[src/rtl/llmint8_pkg.sv]
// llmint8_pkg: shared constants for the int8 dequantizer datapath.
// Build option DEQUANT_SATURATE_EN is consumed by dequant_lane.
package llmint8_pkg;

  localparam int SCALE_CONST = 127;
  localparam int RECIP_FRAC  = 16;
  localparam int RECIP       = 516;
  localparam int RECIP_W     = 11;

  function automatic int prod_width(input int a, input int b);
    return a + b;
  endfunction

  localparam int PROD_W = prod_width(8, 16);

endpackage

[src/rtl/dequant_lane.sv]
// dequant_lane: per-element q*max_num, reciprocal scale, round, width rule.
// DEQUANT_SATURATE_EN clamps to the output range; otherwise low bits wrap.
module dequant_lane
  import llmint8_pkg::*;
#(
  parameter int IN_WIDTH      = 8,
  parameter int MAX_NUM_WIDTH = 16,
  parameter int OUT_WIDTH     = 16
) (
  input  logic signed [IN_WIDTH-1:0]               q,
  input  logic signed [MAX_NUM_WIDTH-1:0]          max_num,
  output logic signed [IN_WIDTH+MAX_NUM_WIDTH-1:0] prod,
  input  logic signed [IN_WIDTH+MAX_NUM_WIDTH-1:0] prod_in,
  output logic signed [OUT_WIDTH-1:0]              res
);

  localparam int PW = IN_WIDTH + MAX_NUM_WIDTH;
  localparam int TW = PW + RECIP_W;

  localparam logic signed [TW-1:0] RECIP_T = TW'(RECIP);
  localparam logic signed [TW-1:0] HALF    = TW'(1 << (RECIP_FRAC - 1));

  logic signed [TW-1:0] t;
  logic signed [TW-1:0] r;

  assign prod = PW'(q) * PW'(max_num);

  assign t = TW'(prod_in) * RECIP_T;
  assign r = (t + HALF) >>> RECIP_FRAC;

`ifdef DEQUANT_SATURATE_EN
  localparam logic signed [OUT_WIDTH-1:0] OMAX =
    {1'b0, {(OUT_WIDTH-1){1'b1}}};
  localparam logic signed [OUT_WIDTH-1:0] OMIN =
    {1'b1, {(OUT_WIDTH-1){1'b0}}};

  always_comb begin
    res = r[OUT_WIDTH-1:0];
    if (r > TW'(OMAX)) begin
      res = OMAX;
    end else if (r < TW'(OMIN)) begin
      res = OMIN;
    end
  end
`else
  logic unused_hi;

  // Two's-complement wrap: the upper bits are simply dropped.
  assign res       = r[OUT_WIDTH-1:0];
  assign unused_hi = ^r[TW-1:OUT_WIDTH];
`endif

endmodule

[src/rtl/dequantizer_part.sv]
// dequantizer_part: 3-stage valid/ready int8 -> fixed-point dequantizer.
// Wrap vs clamp of the result is chosen by DEQUANT_SATURATE_EN.
module dequantizer_part
  import llmint8_pkg::*;
#(
  parameter int IN_WIDTH       = 8,
  parameter int IN_SIZE        = 4,
  parameter int IN_PARALLELISM = 1,
  parameter int MAX_NUM_WIDTH  = 16,
  parameter int OUT_WIDTH      = 16
) (
  input  logic                                            clk,
  input  logic                                            rst,
  input  logic [IN_WIDTH*IN_SIZE*IN_PARALLELISM-1:0]      data_in,
  input  logic [MAX_NUM_WIDTH-1:0]                        max_num_in,
  input  logic                                            data_in_valid,
  output logic                                            data_in_ready,
  output logic [OUT_WIDTH*IN_SIZE*IN_PARALLELISM-1:0]     data_out,
  output logic [MAX_NUM_WIDTH-1:0]                        max_num_out,
  output logic                                            data_out_valid,
  input  logic                                            data_out_ready
);

  localparam int N  = IN_SIZE * IN_PARALLELISM;
  localparam int PW = IN_WIDTH + MAX_NUM_WIDTH;

  logic                       v1, v2, v3;
  logic                       ld1, ld2, ld3;
  logic [N*IN_WIDTH-1:0]      q1;
  logic [MAX_NUM_WIDTH-1:0]   m1, m2, m3;
  logic [N*PW-1:0]            p_nxt, p2;
  logic [N*OUT_WIDTH-1:0]     r_nxt, r3;

  // Each stage advances when empty or when its successor advances.
  assign ld3 = !v3 || data_out_ready;
  assign ld2 = !v2 || ld3;
  assign ld1 = !v1 || ld2;

  assign data_in_ready  = ld1;
  assign data_out       = r3;
  assign max_num_out    = m3;
  assign data_out_valid = v3;

  for (genvar i = 0; i < N; i++) begin : g_lane
    dequant_lane #(
      .IN_WIDTH      (IN_WIDTH),
      .MAX_NUM_WIDTH (MAX_NUM_WIDTH),
      .OUT_WIDTH     (OUT_WIDTH)
    ) u_lane (
      .q       (q1[i*IN_WIDTH +: IN_WIDTH]),
      .max_num (m1),
      .prod    (p_nxt[i*PW +: PW]),
      .prod_in (p2[i*PW +: PW]),
      .res     (r_nxt[i*OUT_WIDTH +: OUT_WIDTH])
    );
  end

  always_ff @(posedge clk or posedge rst) begin
    if (rst) begin
      v1 <= 1'b0;
      v2 <= 1'b0;
      v3 <= 1'b0;
      q1 <= '0;
      m1 <= '0;
      p2 <= '0;
      m2 <= '0;
      r3 <= '0;
      m3 <= '0;
    end else begin
      if (ld1) begin
        v1 <= data_in_valid;
        q1 <= data_in;
        m1 <= max_num_in;
      end
      if (ld2) begin
        v2 <= v1;
        p2 <= p_nxt;
        m2 <= m1;
      end
      if (ld3) begin
        v3 <= v2;
        r3 <= r_nxt;
        m3 <= m2;
      end
    end
  end

endmodule

[config.mk]
export PLATFORM = sky130hd
export DESIGN_NAME = dequantizer_part
export DESIGN_NICKNAME = d
export VERILOG_FILES = /design/src/rtl/llmint8_pkg.sv /design/src/rtl/dequant_lane.sv /design/src/rtl/dequantizer_part.sv
export SDC_FILE = /design/constraint.sdc
export NUM_CORES = 2
export LEC_CHECK = 0
export ABC_AREA = 1
export BUFFER_PORTS_ARGS = -buffer_cell sky130_fd_sc_hd__buf_2
export CAP_MARGIN = 10
export CELL_PAD_IN_SITES_DETAIL_PLACEMENT = 0
export CELL_PAD_IN_SITES_GLOBAL_PLACEMENT = 1
export CORE_MARGIN = 4
export CORE_UTILIZATION = 35
export CTS_CLUSTER_SIZE = 40
export DETAILED_ROUTE_END_ITERATION = 12
export PLACE_DENSITY = 0.68
export SYNTH_ARGS = -nofsm -noshare
export SYNTH_HDL_FRONTEND = slang
export SYNTH_HIERARCHICAL = 1
export SYNTH_SLANG_ARGS = --single-unit
[constraint.sdc]
create_clock -name clk -period 8.5 [get_ports clk]
set_input_delay 1.7 -clock clk [delete_from_list [all_inputs] [get_ports clk]]
set_output_delay 1.7 -clock clk [all_outputs]
set_load 0.01 [all_outputs]
==> metrics <==
outcome=complete, no violations; largest net degree at the start of global routing=133; Hold Buf Count CTS=0; setup violators final=0; area of the multi-input gates=0.0263 mm²; setup tns final=0 ns; Max Clk Rate=193 MHz; Clock Skews=0.0269 ns; Area Growth Syn to Fin=8.17%; Hold WC Path Type=register to register; final cycle utilization of the critical path=0.608; Sequential Area=0.00608 mm²; row count=119; Ports=134; initial antenna violation count=1; fin nets=6080; grt total ovfl=0; final hold vios=0; Root Driver=clkbuf_16; Synth Instances=5182; Avg Inst Size Synth=7.24 µm²; antenna-violating nets left=0; sequential area share after synthesis=0.162; Cell variety after synth=47; routed wire length=99700 µm; yosys warns=6; Crit Path Class=register to register; die area=0.113 mm²; vias per cell=4.59; clock buffer count from CTS=35; Worst EP arrival=5.66 ns; DR iter-0 viols=1895; Area contributors post-synth=fa_1 (22%), nand2_1 (17%), dfrtp_1 (16%); H-tree depth=2; Max-Cap Viols=0; fraction of layout cells with a size suffix above 1=0.0753; CTS sink cnt=243; minimum clock period=5.17 ns; RSZ-0062 raised after global routing=false; Die X=336 µm; syn nets=6070; Vias=30324; Yosys reg bits=243; Post-route DRC=0; Core Area=0.106 mm²; pre-CTS setup slack=3.32 ns; initial core utilization=0.355; Detailed Routing Iterations Pass 1=5; IO buf count=133; count leader, synth=nand2_1; Post-CTS Resized=0; Commonest cells post-synth=nand2_1 (1718), inv_1 (1139), ha_1 (424), fa_1 (412), dfrtp_1 (243); vias in the first global route=30811; GP Congestion=0.846; first-pass GRT wire length=168000 µm; CP max FO=25; post-CTS setup buffer count=0; Synth Cell Area=0.0375 mm²; commonest register cell after synthesis=dfrtp_1; GRT Overall Usage=0.183; final worst slack=3.33 ns; Yosys top cell area share=0.220; post-synth top area cell=fa_1; maximum clock path buffer count=3; Post-synth EDFFs=0; CTS tree=done; Chip Height=336 µm; startpoint types=register; asr flop ratio synth=1.00; Clk Latency, worst-skew pair=0.58 ns; Slew Viols, Final=0; Critical Path Sink Type=register; relative slew slack=0.270; drt wl/cell=15.1 µm; Tightest Pin Transition=1.09 ns; post-detail-place hpwl=78000 µm; CTS clk-pin slew, worst paths=0.06 ns; worst endpoint required time=9.00 ns; Filler cells=11326
cell type report:
cell class | count | area share
diodes | 1 | 0.0000616
flip-flops and latches | 243 | 0.150
clock inverters | 14 | 0.00542
inverters | 1163 | 0.108
multi-input cells | 3589 | 0.648
repair buffers | 160 | 0.0217
clock buffers | 47 | 0.0242
well taps | 1391 | 0.0429
layout by cell type (no fill, tap or decap), types with 7 or more instances in the layout:
cell,count
buf_4,26
inv_1,1138
nand2_1,1717
xor2_1,98
a21oi_2,7
nand3_2,15
dfrtp_1,240
clkbuf_16,35
nand2_4,7
fa_1,412
o21ai_1,7
inv_2,22
nor2_2,27
a21o_1,20
or2_2,12
nand2_2,53
o31ai_1,8
nor2_4,16
nand3_1,142
nor3_2,9
o211ai_1,8
o21bai_1,16
buf_2,133
nor2_1,186
o21ai_0,59
nand3b_1,12
nor4_1,7
and2_1,8
nand4_1,82
a21oi_1,122
ha_1,424
xnor2_1,60
nor3_1,35
cells by family after synthesis:
logic type | count (synthesis) | share of synthesized area
adders and majority gates | 836 | 0.361
AOI/OAI and AO/OA | 261 | 0.0400
and+or+nand+nor | 2331 | 0.262
xor gates and xnor gates | 161 | 0.0382
buffers and inverters | 1350 | 0.137
DFF | 243 | 0.162
through the flow:
stage / utilization / cells / hold WS (ns) / area, µm²
2_1_floorplan: - / 5182 / 0.442 / 37500
3_3_place_gp: 0.372 / 6546 / 0.447 / 39400
3_5_place_dp: 0.372 / 6546 / 0.453 / 39400
4_1_cts: 0.384 / 6607 / 0.468 / 40600
5_1_grt: 0.384 / 6607 / 0.485 / 40600
6_report: 0.384 / 6608 / 0.461 / 40600
path summary, 6_finish.rpt:
kind                              startpoint      endpoint  slack [ns]  depth (start not counted)
worst max-delay path                   m1[0]        p2[20]        3.33                         21
max in group asynchronous                rst        m1[12]        6.11                          3
worst min-delay path            data_out[19]  data_out[19]        0.46                          2
worst max register to register         m1[0]        p2[20]        3.33                         21
worst min register to register  data_out[19]  data_out[19]        0.46                          2
min in group asynchronous                rst  data_out[35]        1.16                          2
worst max-delay path, stage by stage, from the launching register on:
cell and delay (ns):
dfrtp_1 0.51, buf_4 0.30, or2_2 0.35, fa_1 0.50, fa_1 0.54, inv_1 0.05
fa_1 0.52, inv_1 0.05, fa_1 0.52, inv_1 0.04, ha_1 0.33, a21oi_1 0.10
o21ai_0 0.23, nand2_1 0.08, o211ai_1 0.12, nor2_1 0.11, o21bai_1 0.20, nand3_1 0.09
nand2_1 0.08, xor2_1 0.15, nand2_1 0.07, nand2_1 0.10
state kept, by name, summed over array words and instances (netlist names):
register,flops
v2,1
data_out_valid,1
data_out,64
m2,16
q1,32
v1,1
max_num_out,16
p2,96
m1,16
routing by layer:
layer  track usage  vias to the layer above  routed length [µm]
met3        0.0209                       64                4200
met2         0.275                      514               41500
li1              -                    15476                   -
met5             0                        -                  16
met1         0.284                    14268               52500
met4        0.0312                        2                1470
Power is not shown: default switching activity piles up to over one toggle a cycle in this logic, so the estimate is an artifact.
